<file path="src/rtl/calc_pkg.sv">
`default_nettype none
// ============================================================================
// Module      : calc_pkg
// Description : Shared definitions for the BCD calculator datapath: control
//               step codes, datapath FSM state type and the blank display code.
// Revision    : 1.0  initial release
// ============================================================================
package calc_pkg;

    // Step codes issued by the sequencing control unit.
    localparam logic [3:0] STEP_A1 = 4'd1;
    localparam logic [3:0] STEP_A2 = 4'd2;
    localparam logic [3:0] STEP_A3 = 4'd3;
    localparam logic [3:0] STEP_A4 = 4'd4;
    localparam logic [3:0] STEP_B1 = 4'd5;
    localparam logic [3:0] STEP_B2 = 4'd6;
    localparam logic [3:0] STEP_B3 = 4'd7;
    localparam logic [3:0] STEP_B4 = 4'd8;
    localparam logic [3:0] STEP_R1 = 4'd9;
    localparam logic [3:0] STEP_R2 = 4'd10;
    localparam logic [3:0] STEP_R3 = 4'd11;
    localparam logic [3:0] STEP_R4 = 4'd12;

    // Display code that the 7-segment driver renders as an unlit digit.
    localparam logic [3:0] DISP_BLANK = 4'hF;

    typedef enum logic [1:0] {
        S_LOAD = 2'd0,
        S_ADD  = 2'd1,
        S_SHOW = 2'd2
    } state_t;

endpackage
`default_nettype wire

</file>
<file path="src/rtl/bcd_digit_adder.sv">
`default_nettype none
// ============================================================================
// Module      : bcd_digit_adder
// Description : Combinational single-digit BCD adder with carry in/out.
//               a, b  : BCD digits
//               cin   : carry from the less significant digit
//               sum   : BCD sum digit
//               cout  : decimal carry to the next digit
// Revision    : 1.0  initial release
// ============================================================================
module bcd_digit_adder (
    input  logic [3:0] a,
    input  logic [3:0] b,
    input  logic       cin,
    output logic [3:0] sum,
    output logic       cout
);

    logic [4:0] w_raw;
    logic [3:0] w_adj;

    always_comb begin
        w_raw = {1'b0, a} + {1'b0, b} + {4'b0000, cin};
        // Adding 6 skips the six unused codes 10..15 so the low nibble wraps
        // back into the 0..9 range.
        w_adj = w_raw[3:0] + 4'd6;
        if (w_raw > 5'd9) begin
            sum  = w_adj;
            cout = 1'b1;
        end else begin
            sum  = w_raw[3:0];
            cout = 1'b0;
        end
    end

endmodule
`default_nettype wire

</file>
<file path="src/rtl/operand_datapath.sv">
`default_nettype none
// ============================================================================
// Module      : operand_datapath
// Description : Captures two BCD operands one digit per button pulse, adds
//               them digit-serially (LS digit first) and presents the sum one
//               digit per result step for the 7-segment driver.
//   clk          system clock
//   reset        asynchronous active-high reset
//   load_pulse   one-cycle debounced button strobe
//   step         control step code (A1..A4, B1..B4, R1..R4 = 1..12)
//   data_in      switch nibble, one BCD digit
//   disp_digit   registered display digit, DISP_BLANK = blank
//   busy         addition in progress
//   result_ready sum valid, sticky until reset
//   overflow     carry out of the most significant digit
//   bcd_err      sticky flag: a captured digit was above 9
// Revision    : 1.0  initial release
// ============================================================================
module operand_datapath
    import calc_pkg::*;
#(
    parameter int DIGITS = 4,
    parameter int W      = 4
) (
    input  logic         clk,
    input  logic         reset,
    input  logic         load_pulse,
    input  logic [3:0]   step,
    input  logic [W-1:0] data_in,
    output logic [W-1:0] disp_digit,
    output logic         busy,
    output logic         result_ready,
    output logic         overflow,
    output logic         bcd_err
);

    localparam int c_IDX_W = (DIGITS > 1) ? $clog2(DIGITS) : 1;
    localparam logic [c_IDX_W-1:0] c_LAST = c_IDX_W'(DIGITS - 1);

    // Index 0 is the least significant digit in every array.
    logic [W-1:0]       r_a [DIGITS];
    logic [W-1:0]       r_b [DIGITS];
    logic [W-1:0]       r_r [DIGITS];

    state_t             r_state;
    state_t             w_state_next;
    logic [c_IDX_W-1:0] r_idx;
    logic               r_carry;
    logic               r_result_ready;
    logic               r_overflow;
    logic               r_bcd_err;
    logic [W-1:0]       r_disp;

    logic               w_capture;
    logic               w_start;
    logic [W-1:0]       w_sum;
    logic               w_cout;
    logic [W-1:0]       w_disp;

    // A digit is captured only while loading and only on an operand step.
    assign w_capture = (r_state == S_LOAD) && load_pulse &&
                       (step >= STEP_A1) && (step <= STEP_B4);
    assign w_start   = (r_state == S_LOAD) && load_pulse && (step == STEP_B4);

    // Single adder shared across all digit positions via r_idx.
    bcd_digit_adder u_adder (
        .a    (r_a[r_idx]),
        .b    (r_b[r_idx]),
        .cin  (r_carry),
        .sum  (w_sum),
        .cout (w_cout)
    );

    // ---------------- FSM ----------------
    always_ff @(posedge clk or posedge reset) begin
        if (reset) r_state <= S_LOAD;
        else       r_state <= w_state_next;
    end

    always_comb begin
        w_state_next = r_state;
        case (r_state)
            S_LOAD:  if (w_start) w_state_next = S_ADD;
            S_ADD:   if (r_idx == c_LAST) w_state_next = S_SHOW;
            S_SHOW:  w_state_next = S_SHOW;
            default: w_state_next = S_LOAD;
        endcase
    end

    // ---------------- Display selection ----------------
    always_comb begin
        w_disp = DISP_BLANK;
        if ((step >= STEP_A1) && (step <= STEP_B4)) begin
            w_disp = data_in;
        end else if (r_result_ready) begin
            for (int i = 0; i < DIGITS; i++) begin
                if (step == 4'(STEP_R4 - i)) w_disp = r_r[i];
            end
        end
    end

    // ---------------- Datapath registers ----------------
    always_ff @(posedge clk or posedge reset) begin
        if (reset) begin
            for (int i = 0; i < DIGITS; i++) begin
                r_a[i] <= '0;
                r_b[i] <= '0;
                r_r[i] <= '0;
            end
            r_idx          <= '0;
            r_carry        <= 1'b0;
            r_result_ready <= 1'b0;
            r_overflow     <= 1'b0;
            r_bcd_err      <= 1'b0;
            r_disp         <= DISP_BLANK;
        end else begin
            r_disp <= w_disp;

            if (w_capture) begin
                if (data_in > W'(9)) r_bcd_err <= 1'b1;
                // A1/B1 is the most significant digit, so step maps downward.
                for (int i = 0; i < DIGITS; i++) begin
                    if (step == 4'(STEP_A4 - i)) r_a[i] <= data_in;
                    if (step == 4'(STEP_B4 - i)) r_b[i] <= data_in;
                end
            end

            if (w_start) begin
                r_idx   <= '0;
                r_carry <= 1'b0;
            end

            if (r_state == S_ADD) begin
                r_r[r_idx] <= w_sum;
                r_carry    <= w_cout;
                r_idx      <= r_idx + 1'b1;
                if (r_idx == c_LAST) begin
                    r_result_ready <= 1'b1;
                    if (r_bcd_err) begin
                        // Garbage operands: publish a clean zero result.
                        for (int i = 0; i < DIGITS; i++) r_r[i] <= '0;
                        r_overflow <= 1'b0;
                    end else begin
                        r_overflow <= w_cout;
                    end
                end
            end
        end
    end

    assign disp_digit   = r_disp;
    assign busy         = (r_state == S_ADD);
    assign result_ready = r_result_ready;
    assign overflow     = r_overflow;
    assign bcd_err      = r_bcd_err;

endmodule
`default_nettype wire

</file>
<file path="config.mk">
export PLATFORM = sky130hd
export DESIGN_NAME = operand_datapath
export DESIGN_NICKNAME = d
export VERILOG_FILES = /design/src/rtl/calc_pkg.sv /design/src/rtl/bcd_digit_adder.sv /design/src/rtl/operand_datapath.sv
export SDC_FILE = /design/constraint.sdc
export NUM_CORES = 1
export LEC_CHECK = 0
export CORE_AREA = 4 4 63 94
export DETAILED_ROUTE_END_ITERATION = 10
export DIE_AREA = 0 0 67 98
export PLACE_DENSITY = 0.83
export RECOVER_POWER = 100
export SYNTH_ARGS = -nofsm -noshare
export SYNTH_HDL_FRONTEND = slang
export SYNTH_HIERARCHICAL = 1
export SYNTH_SLANG_ARGS = --single-unit
</file>
<file path="constraint.sdc">
create_clock -name clk -period 7.8 [get_ports clk]
set_input_delay 1.17 -clock clk [delete_from_list [all_inputs] [get_ports clk]]
set_output_delay 1.17 -clock clk [all_outputs]
set_load 0.005 [all_outputs]
</file>
==> results of run 1 <==
[through the flow]
stage	std cells	hold WS [ns]	utilization, %
2_1_floorplan	270	0.443	-
3_3_place_gp	344	0.459	67.2
3_5_place_dp	344	0.466	67.2
4_1_cts	360	0.482	71.4
5_1_grt	360	0.511	69.6
6_report	360	0.481	69.6
[worst max path at each step]
stage / slack [ns] / startpoint / cells past startpoint / to
2_1_floorplan: 4.20 / r_idx[0] / 11 / r_r[10]
3_3_place_gp: 3.93 / r_idx[0] / 10 / r_r[10]
4_1_cts: 3.74 / r_idx[0] / 10 / r_r[10]
3_5_place_dp: 3.78 / r_idx[0] / 10 / r_r[10]
6_report: 3.50 / r_idx[0] / 10 / r_r[10]
5_1_grt: 2.96 / reset / 3 / r_r[2]
[worst reg2reg max path: stages (launching register included)]
cell	delay (ns)
dfrtp_1	0.76
mux4_2	0.61
fa_1	0.48
fa_1	0.41
xnor2_1	0.18
ha_1	0.24
a31o_1	0.21
o31ai_1	0.57
mux2i_1	0.45
nand3_1	0.13
a21oi_1	0.18
[placed cells by master, fill, tap and decap left out, drive strengths merged, types with 6 or more instances in the layout]
cell type and instances:
inv 8, nand2b 10, dfrtp 56, clkbuf 10, nand2 28, clkdlybuf4s50 6
ha 11, nand3 14, o21ai 13, a21oi 17, mux4 8, dlygate4sd3 12
mux2 35, nor2 6
[sequential cells by signal, indices dropped and copies added, names as in the netlist]
signal,count
r_a,16
bcd_err,1
result_ready,1
r_b,16
disp_digit,4
r_carry,1
r_r,16
r_state,2
overflow,1
r_idx,2
[cell families (layout without fill, tap and decap cells)]
group	after synthesis	count (layout)	synth area share, %
buf+inv	22	44	3.04
fa+ha+maj	13	13	5.54
simple gates	77	77	15.0
flops	60	60	47.0
xor+xnor	3	3	1.05
compound gates	50	50	9.87
mux	45	45	18.5
[cell type report]
type	count	area share (%)
Clock inverter	7	2.58
Clock buffer	9	3.50
Multi-Input combinational cell	188	42.8
Tap cell	68	2.40
Timing Repair Buffer	19	5.20
Inverter	9	0.954
Sequential cell	60	42.6
[routing by layer]
| metal | vias to the layer above | part of all wire (%) | global-route usage (%) | wire, um |
|---|---|---|---|---|
| met4 | 0 | 3.7 | 14.7 | 246 |
| met1 | 1074 | 37 | 25.3 | 2480 |
| met2 | 52 | 55 | 38.9 | 3680 |
| met5 | - | 0 | 0 | 0 |
| li1 | 1004 | - | - | - |
| met3 | 24 | 3.5 | 4.72 | 233 |
[power by group through the flow]
stage          logic (W)  clock network, W  registers, W
3_5_place_dp    0.000797                 0      0.000549
3_3_place_gp    0.000767                 0      0.000541
5_1_grt         0.000854          0.000318      0.000561
6_report        0.000757          0.000299      0.000544
2_1_floorplan   0.000646                 0      0.000496
4_1_cts         0.000804          0.000305      0.000545
[Yosys cell counts (all sizes together) (3+ instances only)]
library cell	n	area (sq um)
inv	9	33.8
o22a	3	26.3
nand2b	10	62.6
nand3	14	75.1
o21ai	13	65.1
nor2b	4	32.5
dfrtp	56	1400
a21oi	17	88.8
clkbuf	8	30.0
buf	5	33.8
dfstp	4	105
ha	11	138
mux2	35	394
mux4	8	180
o21a	3	22.5
a31oi	4	25.0
nor2	6	30.0
o22ai	4	25.0
nand2	28	105
==> results.md, run 1 <==
* GRT Total Usage at 23.0%
* Ports at 19
* Pwr/cell area at 452 nW/um^2
* Min-delay worst type: flop to flop
* Reg2reg end: r_r[10]
* Endpoints failing hold at 0
* TNS Setup at 0 ns
* Relative slew slack at -107%
* CP max FO at 13
* Worst Path Arrival at 4.55 ns
* Initial Util at 63.1%
* Clk network pwr share at 18.7%
* Routed WL at 6640 um
* CTS root buf: clkbuf_8
* Clk buf depth at 2
* Number of setup buffers added after CTS at 0
* Leak Pwr at 1.53 nW
* Worst Setup Start Kind: flop
* Period minus WS final at 4.30 ns
* # clock sinks at 60
* Routed Antenna Nets at 0
* Hold path start: overflow
* CTS tree: built
* Worst slew pin tran at 3.10 ns
* Fillcell total at 398
* Detailed placer's ending HPWL at 4840 um
* Hold depth at 2
* Die Ht at 98 um
* Register-to-Register Path Depth at 10
* Final net count at 311
* PortBufs at 18
* Buf+Inv Stages, Crit Path at 0
* DRC viols at 0
* DR WL/cell at 18.5 um
* Largest net degree at the start of global routing at 61
* Multi-input gate area at 1520 sq um
* Synth Instances at 270
* Worst-Skew Late Latency at 0.34 ns
* Die X at 67 um
* Post-CTS Resized at 0
* Sequential area share after synthesis at 47.0%
* Final setup skew at 0.00607 ns
* Iter 0 DRT Violations at 165
* Vias per cell at 5.98
* Placer Congestion at 0.867
* Initial antenna violation count at 0
* Status: finished with violations
* Post-DP Area at 3420 sq um
* Seq pwr share at 34.0%
* MaxCap Viol Count at 1
* Number of synthesized register bits at 60
* Max Clock Freq at 233 MHz
* Area delta synth->final at 10.3%
* Max rail drop VDD at 0.000295 V
* Share of cells above drive strength 1 at 22.3%
* Row cnt at 32
* Endpoint type of the worst setup path: flop
* Clock transition at path regs at 0.06 ns
* WHS Endpoint: overflow
* CP most frequent cell: fa_1
* Number of synthesized flops with an enable pin at 0
* Library cells used by synthesis at 47
* Syn. warnings at 6
* Slowest-stage cell, CP: dfrtp_1
* Dominant register cell in the synthesized netlist: dfrtp_1
* First drt pass iteration count at 5
* Antenna Cells at 0
* Syn nets at 294
* CP required at 8.06 ns
* RSZ-0062 raised after global routing: false
* CP Class: flop to flop
* Sw Pwr at 0.000630 W
* First-pass GRT wire length at 11100 um
* Comb pwr share at 47.3%
* Final setup margin at 3.50 ns
* Fin area at 3540 sq um
* Worst path max stage delay at 0.76 ns
* Pre-CTS setup slack at 3.78 ns
* R2r startpoint: r_idx[0]
* Synthesized area at 3210 sq um
* Total core area at 5080 sq um
* CTS Buf Count at 9
* R2R Setup Slk at 3.50 ns
* Register area at 1510 sq um
* Sw frac at 39.3%
* Async S/R FF share, synth at 100%
* P_int at 0.000970 W
* # setup viols final at 0
* CTS Hold Bufs at 0
* CP Cell Sequence: mux4_2 > fa_1 > fa_1 > xnor2_1 > ha_1 > a31o_1 > o31ai_1 > mux2i_1 > nand3_1 > a21oi_1
* Power Total at 0.00160 W
* Number of global-route vias before repair at 2297
* Pins Over Slew Limit at 61
* Violated checks: capacitance limit, slew limit
* H-Tree Depth at 3
* Synthesized area per cell at 11.9 sq um
* Top delay family on crit path: adder cells
* Vias after detailed routing at 2154
* Period utilisation layout at 55.1%
* Die area at 6570 sq um
* GRT overflow at 0
Power figures use the tool's default switching activity.
==> run 2, diff against run 1 <==
Settings changed: CORE_AREA 4 4 63 94 to 4 4 68 102, DIE_AREA 0 0 67 98 to 0 0 72 106, PLACE_DENSITY 0.83 to 0.75.
Clock period 7.8 ns to 3.8 ns, I/O delays scaled along.
==> results.md, run 2 (synthesis gave the netlist of run 1 again) <==
* Status: finished, final reports clean
* Ports at 19
* Placer Congestion at 0.858
* Period minus WS final at 3.65 ns
* Largest net degree at the start of global routing at 36
* Max Clock Freq at 274 MHz
* Leak Pwr at 1.57 nW
* DRC viols at 0
* Min-delay worst type: flop to flop
* GRT Total Usage at 19.9%
* Worst Setup Start Kind: flop
* Number of global-route vias before repair at 2293
* Relative slew slack at 2.63%
* Vias per cell at 5.86
* Biggest regs: r_a (16), r_b (16), r_r (16)
* CTS root buf: clkbuf_8
* CTS Buf Count at 9
* Routed WL at 6770 um
* First drt pass iteration count at 4
* Worst slew pin tran at 1.46 ns
* Max rail drop VDD at 0.000474 V
* CP Class: flop to flop
* Routed Antenna Nets at 0
* Final Core Density at 59.9%
* Row cnt at 35
* Most frequent cells in the layout: 56 x dfrtp_1, 35 x mux2_2, 28 x nand2_1, 17 x a21oi_1, 14 x nand3_1
* Initial Util at 53.1%
* Commonest non-fill, non-tap cell in the layout: dfrtp_1
* Number of setup buffers added after CTS at 0
* Endpoints failing hold at 0
* Worst Path Arrival at 3.90 ns
* CTS tree: built
* Pins Over Slew Limit at 0
* Clock transition at path regs at 0.07 ns
* PortBufs at 18
* Detailed placer's ending HPWL at 5080 um
* Final net count at 315
* Period utilisation layout at 96.0%
* GRT overflow at 0
* Fillcell total at 505
* Area delta synth->final at 12.8%
* MaxCap Viol Count at 0
* Die X at 72 um
* Antenna Cells at 0
* CP required at 4.05 ns
* Share of cells above drive strength 1 at 24.7%
* Endpoint type of the worst setup path: flop
* CP max FO at 4
* Die area at 7630 sq um
* Worst-Skew Late Latency at 0.33 ns
* # clock sinks at 60
* First-pass GRT wire length at 11500 um
* Clk buf depth at 2
* DR WL/cell at 18.3 um
* Iter 0 DRT Violations at 179
* Final setup skew at 0.00726 ns
* Vias after detailed routing at 2167
* TNS Setup at 0 ns
* Pwr/cell area at 963 nW/um^2
* RSZ-0062 raised after global routing: false
* Die Ht at 106 um
* # setup viols final at 0
* H-Tree Depth at 3
* Total core area at 6040 sq um
* Initial antenna violation count at 0
run 2: cell count changes in the layout (fill, tap and decap cells not counted), moves of 2 or more:
cell | before | now
mux2_1 | 3 | 0
buf_4 | 0 | 4
clkinv_2 | 3 | 1
mux2_2 | 32 | 35
run 2: cell type report:
type                    instances  area (sq um)  share of cell area, %
repair buffers                 23           214                   5.91
clock inverters                 6           113                   3.11
flip-flops and latches         60          1510                   41.6
clock buffers                  10           128                   3.53
well taps                      74          92.6                   2.56
multi-input cells             188          1530                   42.3
inverters                       9          33.8                  0.933
run 2: report_power, final:
part	internal, W	switching, W	leakage [nW]	total [W]
Combinational	0.000809	0.000917	0.686	0.00173
Sequential	0.000910	0.000166	0.765	0.00108
Clock	0.000437	0.000248	0.120	0.000684
run 2: stage by stage:
step / cell area (sq um) / hold slack (ns) / total power (W) / worst slack, ns / instances
2_1_floorplan: 3210 / 0.443 / 0.00234 / 0.205 / 270
3_3_place_gp: 3450 / 0.460 / 0.00271 / 0.332 / 354
3_5_place_dp: 3450 / 0.463 / 0.00277 / 0.212 / 354
4_1_cts: 3690 / 0.481 / 0.00347 / 0.171 / 370
5_1_grt: 3620 / 0.496 / 0.00372 / 0.0146 / 370
6_report: 3620 / 0.480 / 0.00349 / 0.153 / 370
run 2: routing by layer:
layer  GRT usage (%)  share of wire (%)  up-vias
met4            12.5                4.1        0
li1                -                  -     1014
met2            33.7                 55       44
met3            3.69                2.7       17
met5               0                  0        -
met1            22.7                 38     1092
run 2: path summary, 6_finish.rpt:
| kind | startpoint | to | slack, ns | depth (start not counted) |
|---|---|---|---|---|
| max in group asynchronous | reset | r_r[12] | 0.82 | 3 |
| min | r_r[3] | r_r[3] | 0.48 | 2 |
| max | r_idx[0] | r_r[14] | 0.15 | 10 |
| max reg2reg | r_idx[0] | r_r[14] | 0.15 | 10 |
| min reg2reg | r_r[3] | r_r[3] | 0.48 | 2 |
| min in group asynchronous | reset | r_state[1] | 1.04 | 2 |
run 2: timing repair:
item                                    in CTS  in global routing
gates resized for setup                      0                  1
hold buffers                                 0                  0
endpoints found under the setup margin       0                  2
run 2: worst max-delay path, stage by stage (launching register included):
cell,delay [ns]
dfrtp_1,0.44
mux4_2,0.54
fa_1,0.49
fa_1,0.42
xnor2_1,0.19
ha_1,0.26
a31o_1,0.24
o31ai_4,0.36
mux2i_2,0.35
nand3_1,0.13
a21oi_1,0.15
